## src/rtl/sar_search_pkg.sv

```systemverilog
// Shared types and constants for the successive-approximation search controller.
// The MSB mask helper lets any instance width derive its starting trial bit.
package sar_search_pkg;

  typedef enum logic [1:0] {
    IDLE,
    TRIAL,
    DONE
  } state_e;

  localparam int DEF_WIDTH = 13;
  localparam int MAX_WIDTH = 32;

  function automatic logic [MAX_WIDTH-1:0] msb_mask(input int w);
    return MAX_WIDTH'(1) << (w - 1);
  endfunction

  localparam logic [DEF_WIDTH-1:0] DEF_MSB_MASK =
    DEF_WIDTH'(msb_mask(DEF_WIDTH));

endpackage

```

## src/rtl/sar_search_controller_if.sv

```systemverilog
// Controller-to-environment bundle: start request, comparator loop and result.
// master is the controller side; slave is the comparator/requester side.
interface sar_search_controller_if
  import sar_search_pkg::*;
#(
  parameter int DATA_WIDTH = DEF_WIDTH
);

  logic                  start_i;
  logic                  cmp_ge_i;
  logic [DATA_WIDTH-1:0] trial_o;
  logic                  busy_o;
  logic                  done_o;
  logic [DATA_WIDTH-1:0] result_o;

  modport master (
    input  start_i,
    input  cmp_ge_i,
    output trial_o,
    output busy_o,
    output done_o,
    output result_o
  );

  modport slave (
    output start_i,
    output cmp_ge_i,
    input  trial_o,
    input  busy_o,
    input  done_o,
    input  result_o
  );

endinterface

```

## src/rtl/sar_search_controller.sv

```systemverilog
// MSB-first successive-approximation search, one bit resolved per cycle.
// trial_o is a register so the comparator input never glitches.
module sar_search_controller
  import sar_search_pkg::*;
#(
  parameter int DATA_WIDTH = DEF_WIDTH
) (
  input logic                     clk_i,
  input logic                     rst_i,
  sar_search_controller_if.master bus
);

  localparam logic [DATA_WIDTH-1:0] MSB =
    DATA_WIDTH'(msb_mask(DATA_WIDTH));

  state_e                state;
  state_e                state_n;
  logic [DATA_WIDTH-1:0] code;
  logic [DATA_WIDTH-1:0] code_n;
  logic [DATA_WIDTH-1:0] mask;
  logic [DATA_WIDTH-1:0] mask_n;
  logic [DATA_WIDTH-1:0] trial;
  logic [DATA_WIDTH-1:0] trial_n;
  logic [DATA_WIDTH-1:0] result;
  logic [DATA_WIDTH-1:0] result_n;

  always_ff @(posedge clk_i) begin
    if (rst_i) begin
      state  <= IDLE;
      code   <= '0;
      mask   <= '0;
      trial  <= '0;
      result <= '0;
    end else begin
      state  <= state_n;
      code   <= code_n;
      mask   <= mask_n;
      trial  <= trial_n;
      result <= result_n;
    end
  end

  always_comb begin
    state_n  = state;
    code_n   = code;
    mask_n   = mask;
    trial_n  = trial;
    result_n = result;
    unique case (state)
      IDLE, DONE: begin
        if (bus.start_i) begin
          state_n = TRIAL;
          code_n  = '0;
          mask_n  = MSB;
          trial_n = MSB;
        end else begin
          state_n = IDLE;
          trial_n = '0;
        end
      end
      TRIAL: begin
        code_n  = bus.cmp_ge_i ? (code | mask) : code;
        mask_n  = mask >> 1;
        trial_n = code_n | mask_n;
        // mask[0] marks the LSB trial: latch the answer and park trial at 0
        if (mask[0]) begin
          state_n  = DONE;
          result_n = code_n;
          trial_n  = '0;
        end
      end
      default: begin
        state_n = IDLE;
        trial_n = '0;
      end
    endcase
  end

  assign bus.trial_o  = trial;
  assign bus.busy_o   = (state == TRIAL);
  assign bus.done_o   = (state == DONE);
  assign bus.result_o = result;

endmodule

```

## src/flat_wrapper.sv

```systemverilog
// flat-port wrapper written by rule: the top's interface ports become plain ports
module sar_search_controller_flat import sar_search_pkg::*;
#(
  parameter int DATA_WIDTH = DEF_WIDTH
)
  (clk_i, rst_i, bus_start_i, bus_cmp_ge_i, bus_trial_o, bus_busy_o, bus_done_o, bus_result_o);
  sar_search_controller_if #(.DATA_WIDTH(DATA_WIDTH)) bus_i ();
  input logic clk_i;
  input logic rst_i;
  input wire logic [$bits(bus_i.start_i)-1:0] bus_start_i;
  input wire logic [$bits(bus_i.cmp_ge_i)-1:0] bus_cmp_ge_i;
  output wire logic [$bits(bus_i.trial_o)-1:0] bus_trial_o;
  output wire logic [$bits(bus_i.busy_o)-1:0] bus_busy_o;
  output wire logic [$bits(bus_i.done_o)-1:0] bus_done_o;
  output wire logic [$bits(bus_i.result_o)-1:0] bus_result_o;
  assign bus_i.start_i = bus_start_i;
  assign bus_i.cmp_ge_i = bus_cmp_ge_i;
  assign bus_trial_o = bus_i.trial_o;
  assign bus_busy_o = bus_i.busy_o;
  assign bus_done_o = bus_i.done_o;
  assign bus_result_o = bus_i.result_o;
  sar_search_controller #(.DATA_WIDTH(DATA_WIDTH)) u_core (.clk_i(clk_i), .rst_i(rst_i), .bus(bus_i));
endmodule
```

## config.mk

```make
export PLATFORM = sky130hd
export DESIGN_NAME = sar_search_controller_flat
export DESIGN_NICKNAME = d
export VERILOG_FILES = /design/src/rtl/sar_search_pkg.sv /design/src/rtl/sar_search_controller_if.sv /design/src/rtl/sar_search_controller.sv /design/src/flat_wrapper.sv
export SDC_FILE = /design/constraint.sdc
export NUM_CORES = 1
export LEC_CHECK = 0
export CAP_MARGIN = 0
export CORE_MARGIN = 5
export CORE_UTILIZATION = 25
export CTS_CLUSTER_DIAMETER = 30
export CTS_CLUSTER_SIZE = 40
export DETAILED_ROUTE_END_ITERATION = 8
export HOLD_SLACK_MARGIN = 0.12
export PLACE_DENSITY = 0.51
export SLEW_MARGIN = 5
export SYNTH_ARGS = -nofsm -noshare
export SYNTH_HDL_FRONTEND = slang
export SYNTH_SLANG_ARGS = --single-unit
```

## constraint.sdc

```tcl
create_clock -name clk_i -period 1.1 [get_ports clk_i]
set_input_delay 0.22 -clock clk_i [delete_from_list [all_inputs] [get_ports clk_i]]
set_output_delay 0.22 -clock clk_i [all_outputs]
set_load 0.02 [all_outputs]
```

==> flow_results.org <==
** Status
- Result of the run :: finished, violations left
- The checks that failed: setup timing.

** Die
- Boundary Pins :: 32
- Effective utilization at floorplan :: between 20% and 30%
- Die Footprint :: between 0.009 and 0.01 sq mm
- Die H :: 95.34 microns
- Area of the core :: around 0.007 sq mm
- The floorplan step set the die width to around 95 microns.
- The floorplan has 31 rows.

** Route
- Post-detailed-route via-to-cell ratio :: between 4 and 5
- Wire length reported by the detailed router :: just under 5 mm
- Routed wire length per instance :: approximately 14 microns
- Iteration-0 DRC Markers :: 49
- Antenna-violating nets left :: 0
- Across all layers, the routed design uses 1514 vias.
- The first detailed-routing pass ran for 4 iterations.
- Drc violations :: 0

** Placed design
- Routability-driven placement finished with a final weighted congestion of about 0.72.
- Place WS :: -0.5958 ns
- Number of cells in the design after placement :: 327
- After detailed placement, the total cell area comes to roughly 0.0024 sq mm.
- Post-detailed-placement half-perimeter wirelength :: 2.792 mm
- IO Port Bufs :: 31

** Worst hold path
- For hold timing, the worst endpoint is u_core.bus.trial_o[1]$_SDFF_PP0_.
- Counting instances, the worst hold path has a depth of 2.
- In this run the most critical hold path is launched from u_core.mask[2]$_SDFFE_PP0P_.
- In this run the worst hold path is classified as reg -> reg.

** STA
- Adding up every negative setup slack in the final design gives -4.416 ns.
- Worst Setup Slack, final :: -0.1560 ns
- The number of endpoints with negative hold slack in the final report is 0.
- Max-slew headroom :: a little over 70%
- Maximum clock frequency :: approximately 0.80 GHz
- Worst Max-Slew Pin Slew :: roughly 0.42 ns
- The worst path in the final design needs a cycle of ~1.3 ns, including I/O delays and setup.
- Across all hold checks on the routed design, the worst slack comes to between 0.4 and 0.5 ns.
- Unrepaired setup endpoints after global routing :: yes
- Between clock sinks in the finished design, the worst skew comes to 0.003446 ns.
- Max Transition Viols Final :: 0
- Final Setup Violations :: 55
- After layout, the worst path uses 114.2% of the clock period.

** Setup path
- Crit Reg-Reg Startpoint :: u_core.state[1]$_SDFFE_PP0P_
- Number of cells traversed by the worst register-to-register path :: 5
- Along the worst path, the maximum fanout reaches 7.
- Critical path required time :: approximately 1.3 ns
- Endpoint of the worst register-to-register path :: u_core.bus.result_o[1]$_SDFFE_PP0P_
- In this run the register-to-register setup slack is -0.16 ns.
- The worst setup path is captured at a register.
- Arr. time, crit path :: around 1.5 ns
- Crit Path Class :: reg -> reg
- Startpoint types :: register

** Power and ir drop
- Power spread over the standard cell area amounts to between 1000 and 1500 mW/mm^2.
- IR analysis of the VDD net gives a maximum drop of approximately 0.55 mV.
- Overall power of the completed layout :: roughly 3.7 mW
- For this design the static power due to leakage is around 1.1 nW.

** Logic synthesis
- In this run the biggest area consumer among cell types represents between 50% and 60% of the synthesized area.
- Post-synthesis cell count :: between 150 and 200
- Among all cell types in the netlist, the one instantiated most often is dfxtp_1.
- Synthesis produced a netlist with a net count of approximately 180.
- Cell types with the highest counts after synthesis :: dfxtp_1, nor2_1, a21oi_1
- Async set-or-reset flop fraction in the synthesized netlist :: 0%
- Yosys attributes the largest share of cell area to dfxtp_1, a21oi_1, nor2_1, a22o_1, a211oi_1.
- Warnings from Yosys :: 0
- Top flip-flop cell by instance count after synthesis :: dfxtp_1
- In this run, synthesis produced a sequential element count of 54.
- Sequential cells were found to cover 59.38% of the synthesized design area.
- Count of flip-flops with a built-in enable after synthesis :: 0
- Yosys mapped the design onto 23 distinct sky130hd cell types.
- Summed over all instances, the cell type with the most area after synthesis is dfxtp_1.
- Post-Syn Area per Cell :: around 10 sq um
- Post-Syn Area :: approximately 0.0018 sq mm

** Clocking
- At the later pin of the worst-skew pair, clock insertion delay measures 0.30 ns.
- TritonCTS built the clock tree.
- CTS H-tree depth :: 2
- Largest buffer count on any clock path :: 2
- After clock tree synthesis, the clock-pin slew on the worst setup and hold paths is roughly 0.090 ns.
- TritonCTS Sinks :: 54
- In this run, CTS created clock tree buffers numbering 5.
- The tree is rooted in a clkbuf_8.

** Finish
- Fill cells in the final layout number 699.
- Number of diodes added for antenna fixing :: 0
- At the end of the flow the core is filled with cells to about two fifths.
- Final net count :: approximately 250
- The count of cells in the finished layout, fillers not included, comes to 345.
- Compared with the post-synthesis result, the final layout area differs by 56.56%.
- Fraction of layout cells with a size suffix above 1 :: between 50 and 60%
- Cell area after layout :: 0.002850 sq mm

** Flow run
- The tool flagged a number of max-cap violations equal to 0.

** Global routing
- The initial antenna violation count is 0.
- Via count of the first global-routing pass :: approximately 1500
- The first global-routing pass estimated 7.679 mm of wire.
- Overall global routing resource usage :: 11.36%
- Pin count of the biggest net entering global routing :: 28
- Total overflow reported by the global router :: 0
## power breakdown
group	switching, mW	internal (mW)	total (mW)
Sequential	0.0111	1.97	1.98
Combinational	0.229	0.198	0.427
Clock	0.621	0.682	1.30
## cell usage in the layout, fill, tap and decap left out, types with 3 or more instances in the layout
cell type and instances:
nor2_1 18, clkbuf_8 5, buf_2 25, a211oi_1 4, buf_4 22, inv_1 11
nand2b_4 4, nor3_2 9, nor3_4 3, a211oi_2 9, a22o_1 12, dfxtp_1 52
a21oi_1 12, buf_6 10, buf_12 5, a21oi_2 12, nor2_2 10
## kinds of logic after synthesis
family | Yosys count | share of synthesized area [%]
flops | 54 | 59.38
compound gates | 52 | 18.90
simple gates | 51 | 14.30
buf+inv | 22 | 7.423
## area by class of cell
type,instances,area (sq um),area share (%)
multi-input cells,104,868.3,30.47
well taps,99,123.9,4.346
repair buffers,69,624.3,21.91
clock buffers,7,76.32,2.678
inverters,11,41.29,1.449
flip-flops and latches,54,1086,38.10
clock inverters,1,30.03,1.054
## registers in the layout (all words and copies together) (netlist names)
name,cells
u_core.state,2
u_core.mask,13
u_core.code,13
u_core.bus.result_o,13
u_core.bus.trial_o,13
## worst max-delay path: stages, from the launching register on
cell,delay (ns)
dfxtp_4,0.37
buf_6,0.12
and3b_2,0.32
clkbuf_16,0.19
nor2_2,0.03
a211oi_1,0.14
## what timing repair did
item / CTS / global route
resized for setup: 152 / 42
endpoints found under the setup margin: 82 / 56
endpoints found under the hold margin: 0 / 0
buffers inserted: 5 / 2
pin swaps: 9 / 37
hold buffers: 0 / 0
gates cloned: 3 / 2
## routing by layer
metal / GRT usage, % / share of wire, % / wire [microns] / vias to the layer above
met4: 5.048 / 1.9 / 95 / 0
li1: - / - / - / 748
met3: 3.315 / 4.0 / 200 / 7
met5: 0 / 0 / 0 / -
met1: 13.98 / 45 / 2247 / 733
met2: 18.31 / 49 / 2413 / 26
## how the worst max path moves through the flow
| stage | start | end | slack (ns) | depth (start not counted) |
|---|---|---|---|---|
| finish | u_core.state[1]$_SDFFE_PP0P_ | u_core.bus.result_o[1]$_SDFFE_PP0P_ | -0.16 | 5 |
| global route | u_core.state[1]$_SDFFE_PP0P_ | u_core.bus.result_o[5]$_SDFFE_PP0P_ | -0.19 | 5 |
| CTS | u_core.state[0]$_SDFFE_PP0P_ | bus_busy_o | -0.16 | 2 |
| detailed placement | rst_i | u_core.mask[7]$_SDFFE_PP0P_ | -0.60 | 3 |
| global placement | rst_i | u_core.mask[9]$_SDFFE_PP0P_ | -0.56 | 3 |
| floorplan | u_core.state[0]$_SDFFE_PP0P_ | u_core.mask[11]$_SDFFE_PP0P_ | -0.03 | 4 |
No activity file was read; power rests on OpenSTA's default activity.
